===== config.mk =====
export PLATFORM = sky130hd
export DESIGN_NAME = anti_theft_controller_n
export DESIGN_NICKNAME = d
export VERILOG_FILES = /design/src/rtl/anti_theft_controller_n.sv
export SDC_FILE = /design/constraint.sdc
export NUM_CORES = 1
export LEC_CHECK = 0
export ABC_AREA = 1
export CAP_MARGIN = 20
export CORE_UTILIZATION = 45
export DETAILED_ROUTE_END_ITERATION = 7
export PLACE_DENSITY = 0.66
export SYNTH_ARGS = -nofsm -noshare
export SYNTH_HDL_FRONTEND = slang
export SYNTH_SLANG_ARGS = --single-unit

===== constraint.sdc =====
create_clock -name clock -period 1.3 [get_ports clock]
set_input_delay 0.195 -clock clock [delete_from_list [all_inputs] [get_ports clock]]
set_output_delay 0.195 -clock clock [all_outputs]
set_load 0.05 [all_outputs]

===== src/rtl/anti_theft_controller_n.sv =====
// N-door vehicle anti-theft controller with an integrated seconds timer,
// alarm hold-off re-trigger and optional siren mute after SIREN_MAX seconds.
module anti_theft_controller_n #(
    parameter int unsigned NUM_DOORS    = 2,
    parameter int unsigned T_ARM        = 6,
    parameter int unsigned T_DRIVER     = 8,
    parameter int unsigned T_PASSENGER  = 15,
    parameter int unsigned T_ALARM_HOLD = 6,
    parameter int unsigned SIREN_MAX    = 0,
    localparam int unsigned TW = (NUM_DOORS > 1) ? $clog2(NUM_DOORS) : 1
) (
    input  logic                 clock,
    input  logic                 resetN,
    input  logic                 tick1Hz,
    input  logic                 ignition,
    input  logic                 arm,
    input  logic [NUM_DOORS-1:0] doorClosed,
    output logic                 status,
    output logic                 siren,
    output logic                 armed,
    output logic [TW-1:0]        trigDoor
);

    localparam int unsigned MAX_AB = (T_ARM > T_DRIVER) ? T_ARM : T_DRIVER;
    localparam int unsigned MAX_CD = (T_PASSENGER > T_ALARM_HOLD) ? T_PASSENGER : T_ALARM_HOLD;
    localparam int unsigned MAX_T  = (MAX_AB > MAX_CD) ? MAX_AB : MAX_CD;
    localparam int unsigned CW     = (MAX_T > 0) ? $clog2(MAX_T + 1) : 1;
    localparam int unsigned SW     = (SIREN_MAX > 0) ? $clog2(SIREN_MAX + 1) : 1;

    typedef enum logic [2:0] {
        OFF_DISARMED,
        ARM_WAIT,
        ARMED,
        ENTRY_WAIT,
        ALARM,
        ALARM_HOLD,
        ON
    } state_e;

    state_e        state_q, state_d;
    logic [CW-1:0] cnt_q, cnt_d;
    logic [SW-1:0] scnt_q, scnt_d;
    logic [TW-1:0] trig_q, trig_d;
    logic          blink_q, blink_d;
    logic          mute_q, mute_d;
    logic          opened_q, opened_d;

    logic          all_closed;
    logic          any_open;
    logic          expire;
    logic [TW-1:0] low_idx;

    assign all_closed = &doorClosed;
    assign any_open   = ~all_closed;
    assign expire     = tick1Hz && (cnt_q == CW'(1));

    // Lowest-index open door; scanning downward lets the lowest index win.
    always_comb begin
        low_idx = '0;
        for (int i = int'(NUM_DOORS) - 1; i >= 0; i--) begin
            if (!doorClosed[i]) low_idx = TW'(i);
        end
    end

    always_ff @(posedge clock or negedge resetN) begin
        if (!resetN) begin
            state_q  <= OFF_DISARMED;
            cnt_q    <= '0;
            scnt_q   <= '0;
            trig_q   <= '0;
            blink_q  <= 1'b0;
            mute_q   <= 1'b0;
            opened_q <= 1'b0;
        end else begin
            state_q  <= state_d;
            cnt_q    <= cnt_d;
            scnt_q   <= scnt_d;
            trig_q   <= trig_d;
            blink_q  <= blink_d;
            mute_q   <= mute_d;
            opened_q <= opened_d;
        end
    end

    always_comb begin
        state_d  = state_q;
        cnt_d    = cnt_q;
        scnt_d   = scnt_q;
        trig_d   = trig_q;
        blink_d  = blink_q ^ tick1Hz;
        mute_d   = mute_q;
        opened_d = opened_q;

        if (tick1Hz && (cnt_q != '0)) cnt_d = cnt_q - CW'(1);

        case (state_q)
            OFF_DISARMED: begin
                if (ignition)                      state_d = ON;
                else if (arm)                      state_d = ARMED;
                else if (opened_q && all_closed) begin
                    state_d = ARM_WAIT;
                    cnt_d   = CW'(T_ARM);
                end else if (any_open)             opened_d = 1'b1;
            end
            ARM_WAIT: begin
                if (ignition)      state_d = ON;
                else if (any_open) state_d = OFF_DISARMED;
                else if (expire)   state_d = ARMED;
            end
            ARMED: begin
                if (ignition) state_d = ON;
                else if (any_open) begin
                    state_d = ENTRY_WAIT;
                    trig_d  = low_idx;
                    cnt_d   = doorClosed[0] ? CW'(T_PASSENGER) : CW'(T_DRIVER);
                end
            end
            ENTRY_WAIT: begin
                if (ignition)    state_d = ON;
                else if (expire) state_d = ALARM;
            end
            ALARM: begin
                if ((SIREN_MAX != 0) && tick1Hz && !mute_q) begin
                    scnt_d = scnt_q + SW'(1);
                    if (scnt_d == SW'(SIREN_MAX)) mute_d = 1'b1;
                end
                if (all_closed) begin
                    state_d = ALARM_HOLD;
                    cnt_d   = CW'(T_ALARM_HOLD);
                end
            end
            ALARM_HOLD: begin
                if (any_open) state_d = ALARM;
                else if (expire) begin
                    state_d = ARMED;
                    mute_d  = 1'b0;
                    scnt_d  = '0;
                end
            end
            ON: begin
                if (!ignition) state_d = OFF_DISARMED;
            end
            default: state_d = OFF_DISARMED;
        endcase

        if ((state_d == ARMED) && (state_q != ARMED)) blink_d = 1'b0;
        if (state_d != OFF_DISARMED) opened_d = 1'b0;
        // Timer rests at zero whenever the next state is not a timed wait.
        if (!(state_d inside {ARM_WAIT, ENTRY_WAIT, ALARM_HOLD})) cnt_d = '0;
    end

    assign armed    = state_q inside {ARMED, ENTRY_WAIT, ALARM, ALARM_HOLD};
    assign siren    = (state_q inside {ALARM, ALARM_HOLD}) && !mute_q;
    assign status   = (state_q == ARMED) ? blink_q
                    : (state_q inside {ARM_WAIT, ENTRY_WAIT, ALARM, ALARM_HOLD});
    assign trigDoor = trig_q;

endmodule


==> metrics.md <==
| Metric | Value |
|---|---|
| Count of flip-flops with a built-in enable after synthesis | 0 |
| GRT Total Usage | 32.7% |
| Number of buffers added by the clock tree synthesis step | 3 |
| Worst slew slack as a fraction of its limit | 71.0% |
| Buffer type at the clock tree root | clkbuf_4 |
| Power density of the placed cells | 2700 nW/µm² |
| DIE AREA | 2230 µm² |
| DRT iter0 DRCs | 59 |
| Slew at the pin with the worst max-slew slack | 0.434 ns |
| Number of nets in the synthesized netlist | 153 |
| I/O pin count | 11 |
| Synthesized flop and latch total | 10 |
| Routed WL | 4340 µm |
| Worst Path Required | 1.44 ns |
| Critical path endpoint category | register |
| Top-count cell post-synth | nand2_1 |
| Sort of element at the start of the critical path | register |
| Remaining antenna violation count | 0 |
| Half-perimeter wire length after placement | 1920 µm |
| Violations in the final reports | setup timing |
| CP max-delay cell | dfrtp_1 |
| Count of cells along the worst register-to-register path | 9 |
| H-tree levels | 1 |
| R2R setup slack | -0.28 ns |
| Highest Clock Rate | 635 MHz |
| Number of warnings reported in the yosys synthesis log | 0 |
| # nets final | 205 |
| Vias | 1,306 |
| CORE AREA | 1820 µm² |
| Cell types occupying the most area after synthesis | dfrtp_1 (27%), nand2_1 (18%), nand3_1 (7.6%) |
| Most instantiated cells after synthesis | nand2_1 (43), nor2_1 (17), inv_1 (15) |
| Number of distinct library cells after synthesis | 25 |
| Number of buffers and inverters on the critical path | 2 |
| Count of max-cap constraint violations | 0 |
| Proportion of layout cells with a drive suffix above 1 | 64.8% |
| Share of the clock period used by the worst path | 121% |
| Vias in the first global route | 1,118 |
| Antenna violations before repair | 0 |
| Area leader, netlist | dfrtp_1 |
| Largest net degree at the start of global routing | 11 |
| Height of the die | 47.2 µm |
| Remaining Overflow, GRT | 0 |
| Count of port buffers added during placement | 10 |
| Most prevalent standard cell on the critical path | nand2_1 |
| RR Endpoint | cnt_q[3] |
| Per-instance average area after synthesis | 6.42 µm² |
| Start of the worst register-to-register path | cnt_q[2] |
| Count of TritonRoute iterations in the first routing pass | 4 |
| Maximum clock insertion buffer count | 2 |
| Kind of cell adding the most delay to the critical path | simple AND/OR/NAND/NOR gates |
| Average vias per placed instance | 5.99 |
| Slew Viols, Final | 0 |
| Result of the run | finished, violations left |
| Top flip-flop cell by instance count after synthesis | dfrtp_1 |
| Share of synthesized flip-flops with an asynchronous set or reset | 100% |
| Total DRC errors in the routed layout | 0 |
| Synthesized instance count | 143 |
| CTS tree | done |
| Hold Path Class | in -> async |
| Synthesis-to-finish area growth | 88.8% |
| Placer Congestion | 0.907 |
| Fill count | 51 |
| Worst setup slack after layout | -0.275 ns |
| Final Hold Vio Count | 0 |
| Final worst clock skew | 0.00120 ns |
| Top cell type's share of synthesized area | 27.2% |
| Final setup vio count | 13 |
| Setup repair after global routing missed its margin | yes |
| Layout Utilization | 95.3% |
| Delay contributed by the slowest stage of the critical path | 0.43 ns |
| Antenna diode instance count | 0 |
| CTS clock-pin slew for the worst setup and hold paths | 0.06 ns |
| Row count | 15 |
| Wirelength per Cell | 19.9 µm |
| Class of the most critical setup path | reg -> reg |
| Hold buffers post-CTS | 0 |
| Max rail drop VDD | 2.30 mV |
| Highest fanout seen on the critical path | 3 |
| Post-synthesis sequential area ratio | 27.2% |
| Skew-Pair Late Insertion Delay | 0.25 ns |
| Worst hold margin | 0.253 ns |
| CTS sink cnt | 10 |
| Period minus WS final | 1.58 ns |
| Chain of cells forming the critical path | buf_4 > inv_1 > nand3_1 > xor2_1 > nand2_1 > o21ai_1 > nand2_1 > nand2_1 > nor2_1 |
| Chip Width | 47.2 µm |
| Critical path data arrival time | 1.72 ns |
| First-pass GRT wire length | 4970 µm |
| Synthesized area | 918 µm² |
| Starting density of the core | 50.4% |
| Total leakage power | 0.000869 µW |
## metrics by stage
| step | instance area, µm² | TNS, ns | setup WS, ns | total power (µW) | std cells |
|---|---|---|---|---|---|
| 4_1_cts | 1540 | -1.59 | -0.178 | 3860 | 215 |
| 2_1_floorplan | 950 | -1.08 | -0.166 | 2050 | 143 |
| 6_report | 1730 | -2.62 | -0.275 | 4680 | 218 |
| 5_1_grt | 1730 | -3.26 | -0.349 | 4840 | 218 |
| 3_5_place_dp | 1270 | -2.84 | -0.368 | 3020 | 199 |
| 3_3_place_gp | 1270 | -2.63 | -0.346 | 2980 | 199 |
## metal layers
layer  share of wire (%)  up-vias  track usage, %
li1                    -      551               -
met1                  39      613            39.4
met2                  46      109            57.2
met3                 9.2       33            4.62
met4                 5.8        0            15.4
met5                   0        -               0
## worst max-delay path by stage
| stage | start | end | slack (ns) | cells past startpoint |
|---|---|---|---|---|
| finish | cnt_q[2] | cnt_q[3] | -0.28 | 9 |
| global route | doorClosed[1] | blink_q | -0.35 | 10 |
| CTS | cnt_q[1] | cnt_q[1] | -0.18 | 13 |
| detailed placement | tick1Hz | cnt_q[1] | -0.37 | 12 |
| global placement | tick1Hz | cnt_q[1] | -0.35 | 12 |
| floorplan | state_q[1] | cnt_q[1] | -0.17 | 10 |
## cell families (layout without fill, tap and decap cells)
group	count (synthesis)	in the layout	share of synthesized area, %
and+or+nand+nor	97	97	50.5
buffers and inverters	24	74	11.2
DFF	10	10	27.2
AOI/OAI and AO/OA	7	7	5.04
adders and majority gates	3	3	4.09
xor gates and xnor gates	2	2	1.91
## worst register-to-register path: stages, from the launching register on
cell and delay (ns):
dfrtp_1 0.43, buf_4 0.16, inv_1 0.13, nand3_1 0.15, xor2_1 0.21, nand2_1 0.10, o21ai_1 0.09, nand2_1 0.09
nand2_1 0.07, nor2_1 0.04
## state kept, by name, indices dropped and copies added (netlist names)
signal,cells
trigDoor,1
cnt_q,4
blink_q,1
state_q,3
opened_q,1
## cell usage in the layout (no fill, tap or decap), drive strengths merged
master	n
a21oi	2
a22oi	1
buf	43
clkbuf	3
clkdlybuf4s50	6
clkinv	1
clkinvlp	1
dfrtp	10
ha	3
inv	20
nand2	49
nand3	16
nand4	1
nor2	27
nor3	4
o211ai	1
o21ai	2
o31ai	1
xnor2	1
xor2	1
## power by group
part | switching (µW) | internal (µW) | leakage (µW)
logic | 2150 | 1680 | 0.000728
clock network | 84.7 | 106 | 0.0000138
registers | 219 | 435 | 0.000127
## area by class of cell
cell class | count | area [µm²] | share of cell area, %
clock buffers | 3 | 22.5 | 1.30
well taps | 25 | 31.3 | 1.80
flip-flops and latches | 10 | 254 | 14.6
multi-input cells | 109 | 847 | 48.8
inverters | 22 | 101 | 5.84
repair buffers | 49 | 478 | 27.6
## what timing repair did
action	in CTS	in global routing
endpoints found under the setup margin	13	13
gates resized for setup	46	46
gates cloned	0	0
buffers inserted	13	3
pin swaps	15	16
Power figures use the tool's default switching activity.
